File: src/rtl/gain_ramp_ctrl.sv
// gain_ramp_ctrl: owns the write port of the per-band gain register bank.
// Keeps a shadow copy of every band's current and target code, ramps the
// current code toward the target at a programmable rate, and issues one
// bank write per cycle for every band whose code changed.
module gain_ramp_ctrl #(
   parameter int         NUM_BANDS  = 10,
   parameter logic [7:0] UNITY_CODE = 8'h20,
   parameter int         STEP       = 1,
   parameter int         STEP_DIV   = 4096
) (
   input  logic       clk,
   input  logic       rst_n,
   input  logic       host_valid,
   output logic       host_ready,
   input  logic [3:0] host_addr,
   input  logic [7:0] host_code,
   input  logic       ramp_en,
   output logic       we,
   output logic [7:0] addr,
   output logic [7:0] data_out,
   output logic       err,
   output logic       busy,
   output logic       init_done
);

   localparam int         PW    = (STEP_DIV > 1) ? $clog2(STEP_DIV) : 1;
   localparam int         CW    = $clog2(NUM_BANDS + 1);
   localparam logic [8:0] STEP9 = 9'(STEP);

   typedef enum logic {
      S_INIT,
      S_RUN
   } state_t;

   state_t                 state;
   logic [CW-1:0]          init_cnt;
   logic [PW-1:0]          presc;
   logic [7:0]             cur      [NUM_BANDS];
   logic [7:0]             tgt      [NUM_BANDS];
   logic [NUM_BANDS-1:0]   pend;

   logic [7:0]             cur_nxt  [NUM_BANDS];
   logic [7:0]             tgt_nxt  [NUM_BANDS];
   logic [NUM_BANDS-1:0]   pend_nxt;
   logic                   issue_found;
   int                     issue_idx;
   logic                   busy_nxt;
   logic [8:0]             up_sum;
   logic [8:0]             dn_lim;

   logic tick;
   logic accept;
   logic in_range;

   assign tick     = ramp_en && (presc == PW'(STEP_DIV - 1));
   assign accept   = host_valid && host_ready && (state == S_RUN);
   assign in_range = ({28'd0, host_addr} < 32'(NUM_BANDS));

   // Ramp prescaler: free-runs while ramping is enabled, parked at zero otherwise
   always_ff @(posedge clk or negedge rst_n) begin
      if (!rst_n) begin
         presc <= '0;
      end else if (!ramp_en || tick) begin
         presc <= '0;
      end else begin
         presc <= presc + PW'(1);
      end
   end

   // Next shadow state: issue clears first, then tick steps and host writes set pending again
   always_comb begin
      cur_nxt     = cur;
      tgt_nxt     = tgt;
      pend_nxt    = pend;
      issue_found = 1'b0;
      issue_idx   = 0;
      up_sum      = '0;
      dn_lim      = '0;
      busy_nxt    = 1'b0;

      for (int b = NUM_BANDS - 1; b >= 0; b--) begin
         if (pend[b]) begin
            issue_found = 1'b1;
            issue_idx   = b;
         end
      end
      if (issue_found) begin
         pend_nxt[issue_idx] = 1'b0;
      end

      if (tick) begin
         for (int b = 0; b < NUM_BANDS; b++) begin
            if (cur[b] != tgt[b]) begin
               up_sum = {1'b0, cur[b]} + STEP9;
               dn_lim = {1'b0, tgt[b]} + STEP9;
               if (cur[b] < tgt[b]) begin
                  cur_nxt[b] = (up_sum >= {1'b0, tgt[b]}) ? tgt[b] : up_sum[7:0];
               end else begin
                  cur_nxt[b] = ({1'b0, cur[b]} <= dn_lim) ? tgt[b] : (cur[b] - STEP9[7:0]);
               end
               pend_nxt[b] = 1'b1;
            end
         end
      end

      if (accept && in_range) begin
         tgt_nxt[host_addr] = host_code;
         if (!ramp_en) begin
            cur_nxt[host_addr]  = host_code;
            pend_nxt[host_addr] = 1'b1;
         end
      end

      if (state == S_INIT) begin
         for (int b = 0; b < NUM_BANDS; b++) begin
            cur_nxt[b] = UNITY_CODE;
            tgt_nxt[b] = UNITY_CODE;
         end
         pend_nxt = '0;
      end

      busy_nxt = |pend_nxt;
      for (int b = 0; b < NUM_BANDS; b++) begin
         if (cur_nxt[b] != tgt_nxt[b]) begin
            busy_nxt = 1'b1;
         end
      end
   end

   // Controller FSM: init sweep to unity, then run with registered bank writes
   always_ff @(posedge clk or negedge rst_n) begin
      if (!rst_n) begin
         state      <= S_INIT;
         init_cnt   <= '0;
         cur        <= '{default: UNITY_CODE};
         tgt        <= '{default: UNITY_CODE};
         pend       <= '0;
         we         <= 1'b0;
         addr       <= '0;
         data_out   <= '0;
         err        <= 1'b0;
         init_done  <= 1'b0;
         host_ready <= 1'b0;
         busy       <= 1'b1;
      end else begin
         cur  <= cur_nxt;
         tgt  <= tgt_nxt;
         pend <= pend_nxt;
         err  <= 1'b0;
         case (state)
            S_INIT: begin
               if (init_cnt < CW'(NUM_BANDS)) begin
                  we       <= 1'b1;
                  addr     <= 8'(init_cnt);
                  data_out <= UNITY_CODE;
                  init_cnt <= init_cnt + CW'(1);
                  busy     <= 1'b1;
               end else begin
                  we         <= 1'b0;
                  state      <= S_RUN;
                  init_done  <= 1'b1;
                  host_ready <= 1'b1;
                  busy       <= busy_nxt;
               end
            end
            S_RUN: begin
               we <= issue_found;
               if (issue_found) begin
                  addr     <= 8'(issue_idx);
                  data_out <= cur[issue_idx];
               end
               err  <= accept && !in_range;
               busy <= busy_nxt;
            end
            default: begin
               state <= S_INIT;
            end
         endcase
      end
   end

endmodule

File: config.mk
export PLATFORM = sky130hd
export DESIGN_NAME = gain_ramp_ctrl
export DESIGN_NICKNAME = d
export VERILOG_FILES = /design/src/rtl/gain_ramp_ctrl.sv
export SDC_FILE = /design/constraint.sdc
export NUM_CORES = 1
export LEC_CHECK = 0
export CORE_UTILIZATION = 45
export CTS_CLUSTER_SIZE = 12
export DETAILED_ROUTE_END_ITERATION = 6
export SKIP_LAST_GASP = 1
export SLEW_MARGIN = 25
export SYNTH_ARGS = -nofsm -noshare
export SYNTH_HDL_FRONTEND = slang
export SYNTH_SLANG_ARGS = --single-unit
File: constraint.sdc
create_clock -name clk -period 5.6 [get_ports clk]
set_input_delay 1.4 -clock clk [delete_from_list [all_inputs] [get_ports clk]]
set_output_delay 1.4 -clock clk [all_outputs]
set_load 0.1 [all_outputs]
# After elaboration in Yosys (flattened, before gate mapping)
# Cells that the tools add are included.
# totals
register_bits	207
input_bits	16
out_inout_bits	21
elab_cells	262
# op_classes
n_addsub	32
magnitude_cmp	39
n_eq_ne	23
muxes	116
n_bitwise	7
reduce_logical	15
# ops
operator	n
$mux 80	6
$mux 8	47
$mux 32	9
$add 8x1->9 const B	20
$bwmux 80	2
$ne 8x8->1	20
$ge 9x8->1	10
$le 8x9->1	10
$lt 8x8->1	10
$sub 8x1->8 const B	10
$mux 10	5
$mux 1	37
$bmux 8 s4	1
$demux 8 s4	1
$ge 32x1->1 const B	1
$ge 32x5->1 const B	1
$lt 32x6->1 const B	1
$not 32->32	1
$pmux 8 s2	2
$add 12x1->12 const B	1
$eq 12x12->1 const B	1
$mux 12	1
$and 10x10->10	1
$not 10->10	1
other kinds (18)	33

# Longest topological paths before layout
# depth
depth_word	36
ltp_mapped	19
mapped_depth_nobuf	19

# Worst setup path before layout
# Ideal clock, no wire load.
# synth_path
kind	input to register
startpoint	in host_addr[0]
endpoint	reg busy
setup_ps	94
arrival_ps	4268
t_required_ps	5506
path_slack_ps	1239
path_stages	14
n_path_buf	2
cell_sequence	buf_2 > nand2_1 > or4_1 > buf_6 > mux2i_1 > or2b_2 > nor3_1 > or4_1 > nor4_1 > nand4_1 > or4_1 > nor4_1 > and4_1 > nand4_1
# synth_via
elab_chain_len	22
elab_cells_between_ends	47
classes_between	5 x order compare; 10 x eq/ne; 26 x mux; 2 x bitwise; 4 x reduce/logical
# synth_rtl
item	line	text
start, declared	15	input logic [3:0] host_addr,
$not 4->5 (not written as such)	107, 109	
$ge 5x5->1 (not written as such) / $lt 5x1->1 (equally long branches)	107, 109	
$logic_and 1x1->1 (not written as such)	107, 109	
$mux 8 (not written as such)	107, 109	
$demux 8 s4	107, 109	
$bwmux 80	109	cur_nxt[host_addr] = host_code;
$mux 80	108	if (!ramp_en) begin
$mux 80	106	if (accept && in_range) begin
$mux 80	114	if (state == S_INIT) begin
$ne 8x8->1	124	if (cur_nxt[b] != tgt_nxt[b]) begin
$mux 1 (9 in series)	124	
$mux 1 (*)	124	
$mux 1	152	if (init_cnt < CW'(NUM_BANDS)) begin
$pmux 1 s2 (*)	150	case (state)
end signal, assigned	163	busy <= busy_nxt;
end signal, assigned	173	busy <= busy_nxt;
end, declared	22	output logic busy,
# Every way passes the cells marked *; elsewhere a longest branch is shown, timed or not.
# A chain may end at the register's enable or synchronous reset.

# Final worst setup path
# layout_path
startpoint	reg cur[34] in the netlist's numbering
endpoint	reg busy
# layout_via
elab_chain_len	20
elab_cells_between_ends	35
classes_between	2 x add/sub; 3 x order compare; 2 x eq/ne; 26 x mux; 1 x bitwise; 1 x reduce/logical
# layout_rtl
item	line	text
start, declared	38	logic [7:0] cur [NUM_BANDS];
start signal, assigned	146	cur <= cur_nxt;
parallel branches: the longest is 13 deep, another holds $add 8x1->9	--	
$mux 1 (*) (5 in series)	124	
$mux 1	152	
$pmux 1 s2 (*)	150	
# Every way passes the cells marked *.

==> results.md <==
### Synth
- 2,881 — cell count after synthesis
- 22,400 um^2 — combined area of all synthesized cells
- sky130_fd_sc_hd__dfrtp_1 — Main synth FF type
- 0 — number of flops mapped to enable cells by yosys
- 86 — Cell variety after synth
- 0 — Synth Warn #
- 7.78 um^2 — average cell area after synthesis
- 203 — #FFs+latches synth
- 100% — async set-or-reset flop fraction in the synthesized netlist
- 22.8% — share of the yosys chip area belonging to registers
- 20.3% — area share of the largest cell type after synthesis
- sky130_fd_sc_hd__nand2_1 — most common cell in the netlist
- sky130_fd_sc_hd__nand2_1 (285), sky130_fd_sc_hd__ha_1 (272), sky130_fd_sc_hd__nor2_1 (241) — most frequent cells after synthesis
- sky130_fd_sc_hd__dfrtp_1 (20%), sky130_fd_sc_hd__ha_1 (15%), sky130_fd_sc_hd__xnor2_1 (4.8%) — cell types occupying the most area after synthesis
- sky130_fd_sc_hd__dfrtp_1 — cell taking the most area after synthesis

### Floorplanning
- 37 — number of top-level pins
- 225 um — die outline width
- 45.7% — Initial Util
- 225 um — y dimension of the die
- 81 — row count
- 50,700 um^2 — floorplan die area
- 49,100 um^2 — core outline area

### Status
- finished, violations left — outcome
- design-rule violations — violated checks

### Worst hold path
- flip-flop to flip-flop — worst hold-check path type

### Place
- 32 — number of buffers added on ports
- 60.9 ps — Placement Setup Slack
- 1.09 — last weighted congestion value of the routability-driven placer
- 24,000 um^2 — cell area after placement
- 82,000 um — post-detailed-placement half-perimeter wirelength

### CTS
- 70 ps — register clock-pin slew on the reported worst setup and hold paths
- 0 — cts-stage hold buffer count
- 3 — CTS max path bufs
- 570 ps — clock latency on the worst-skew pair
- 0 — number of cells upsized or downsized after cts
- sky130_fd_sc_hd__clkbuf_16 — CTS root buffer
- yes — clock tree from TritonCTS
- 1 — H-tree levels
- 26 — number of clock buffers inserted by TritonCTS
- 203 — number of sinks driven by the clock tree
- 0 — buffers inserted during post-CTS setup optimization

### GRT
- 40.7% — overall fraction of global-route tracks in use
- 153,000 um — first-pass GRT wire length
- 22,700 — via count of the first global-routing pass
- 106 — largest net degree at the start of global routing
- 0 — Remaining Overflow, GRT
- 2 — number of antenna violations at the first check in global routing

### Critical path
- flip-flop to flip-flop — category of the most critical setup path
- flip-flop — critical path startpoint category
- 6090 ps — required time of the worst setup path
- 9 — top fanout value on the critical path
- flip-flop — endpoint kind of the worst setup timing path
- 5740 ps — data arrival at the endpoint of the critical path

### STA
- 0 ps — Total Negative Setup Slacks
- false — unrepaired setup endpoints after global routing
- 349 ps — post-route worst setup slack
- 5250 ps — min cycle time layout
- 0 — total count of hold-check failures in the final report
- 23.2% — worst slew slack as a fraction of its limit
- 20.1 ps — maximum clock skew at final layout
- 93.8% — share of the clock period used by the worst path after layout
- 1140 ps — Worst-Margin Slew
- 190 MHz — Max Clk Rate
- 0 — max-slew violation count
- 0 — total of endpoints with negative setup slack in the final report

### Detailed routing
- 4 — DR DRC count
- 3,258 — Starting DRT DRC Count
- 6.73 — post-DR vias/cell
- 104,000 um — routed wire length
- 29.0 um — WL per Instance
- 0 — remaining number of nets flagged by the antenna check after routing
- 7 — number of optimization iterations in the first detailed-route pass
- 24,100 — Vias

### Layout
- 24,900 um^2 — Final Instance Area
- 0 — count of antenna diodes in the layout
- 5110 um^2 — sequential cell area in the final layout
- 8.48% — ratio of cells with drive above 1 in the final layout
- 3,193 — net count reported at finish
- 4,855 — FILL cells
- 11.0% — relative area change from synthesis to final layout
- 16,000 um^2 — Multi-input gate area

### Power and ir drop
- 10,800 uW — post-layout power
- 0.0111 uW — leakage dissipation
- 0.000220 V — VDD IR max
- 435 nW/um^2 — pwr dens

### Run
- 0 — max cap viols

-- routing by layer --
metal	track usage, %	vias to the layer above	part of all wire [%]
li1	-	10700	-
met1	56.0	11700	42
met2	62.1	1427	43
met3	7.43	309	10
met4	17.6	4	5.1
met5	0	-	0.024
-- kinds of logic (layout without fill, tap and decap cells) --
group / Yosys count / count (layout) / synth area share (%)
AO/OA/AOI/OAI: 725 / 725 / 22.0
AND/OR/NAND/NOR: 1079 / 1079 / 23.5
XOR/XNOR: 180 / 180 / 7.04
other: 1 / 4 / 0.0167
multiplexers: 78 / 78 / 3.52
flip-flops: 203 / 203 / 22.8
buffers and inverters: 343 / 383 / 5.92
adder cells (fa/ha/maj): 272 / 272 / 15.2
-- where the power goes --
group          internal, uW  total [uW]  switching (uW)
logic                  2300        6510            4210
registers              1800        2480             680
clock network          1110        1840             728
total                  5210       10800            5620
-- worst paths after layout --
kind / from / endpoint / slack (ps) / depth (start not counted)
min reg2reg: data_out[3]$_DFFE_PN0P_ / data_out[3]$_DFFE_PN0P_ / 500 / 2
max in group asynchronous: rst_n / state$_DFF_PN0_ / 3590 / 2
min: data_out[3]$_DFFE_PN0P_ / data_out[3]$_DFFE_PN0P_ / 500 / 2
max: cur[34]$_DFF_PN0_ / busy$_DFF_PN1_ / 350 / 17
min in group asynchronous: rst_n / presc[8]$_DFF_PN0_ / 780 / 1
max reg2reg: cur[34]$_DFF_PN0_ / busy$_DFF_PN1_ / 350 / 17
-- through the flow --
step                cells  utilization (%)  hold WS [ps]
floorplan            2884                -           454
global placement     3541             48.8           478
detailed placement   3541             48.8           472
CTS                  3588             50.7           498
global route         3588             50.7           518
finish               3588             50.7           495
-- cell type report --
cell class,count,area share [%]
multi-input combinational,2338,64.3
sequential,203,20.5
timing repair buffer,167,5.53
tap,664,3.34
clock buffer,38,3.16
inverter,169,2.55
clock inverter,9,0.543
-- cells in the final DEF, fill, tap and decap left out, drive strengths merged, types with 38 or more instances in the layout --
master,Yosys,routed
a211oi,42,42
a21oi,176,176
and3,39,39
buf,32,136
clkbuf,142,38
dfrtp,182,182
ha,272,272
inv,168,169
mux2i,71,71
nand2,285,285
nand3,140,140
nand4,60,60
nor2,242,242
nor3,102,102
o211ai,42,42
o21ai,142,142
xnor2,124,124
xor2,56,56
-- worst max-delay path: stages, from the launching register on --
cell                        delay, ps
sky130_fd_sc_hd__dfrtp_1          590
sky130_fd_sc_hd__inv_1            180
sky130_fd_sc_hd__nor3_1           410
sky130_fd_sc_hd__and3_1           240
sky130_fd_sc_hd__xor2_1           200
sky130_fd_sc_hd__ha_1             270
sky130_fd_sc_hd__and3_1           170
sky130_fd_sc_hd__a221o_1          320
sky130_fd_sc_hd__a41oi_1          450
sky130_fd_sc_hd__nor4b_1          540
sky130_fd_sc_hd__a21oi_1          140
sky130_fd_sc_hd__a21oi_1          170
sky130_fd_sc_hd__a21o_1           140
sky130_fd_sc_hd__nand2b_1         250
sky130_fd_sc_hd__o2111ai_1        180
sky130_fd_sc_hd__or4_1            570
sky130_fd_sc_hd__nor4_1           240
sky130_fd_sc_hd__nand4_1          130
-- state kept, by name, indices dropped and copies added, names as in the netlist --
signal / count
cur: 80
tgt: 80
presc: 12
pend: 10
data_out: 8
addr: 4
init_cnt: 4
busy: 1
err: 1
init_done: 1
state: 1
we: 1
No activity file was read; power rests on OpenSTA's default activity.
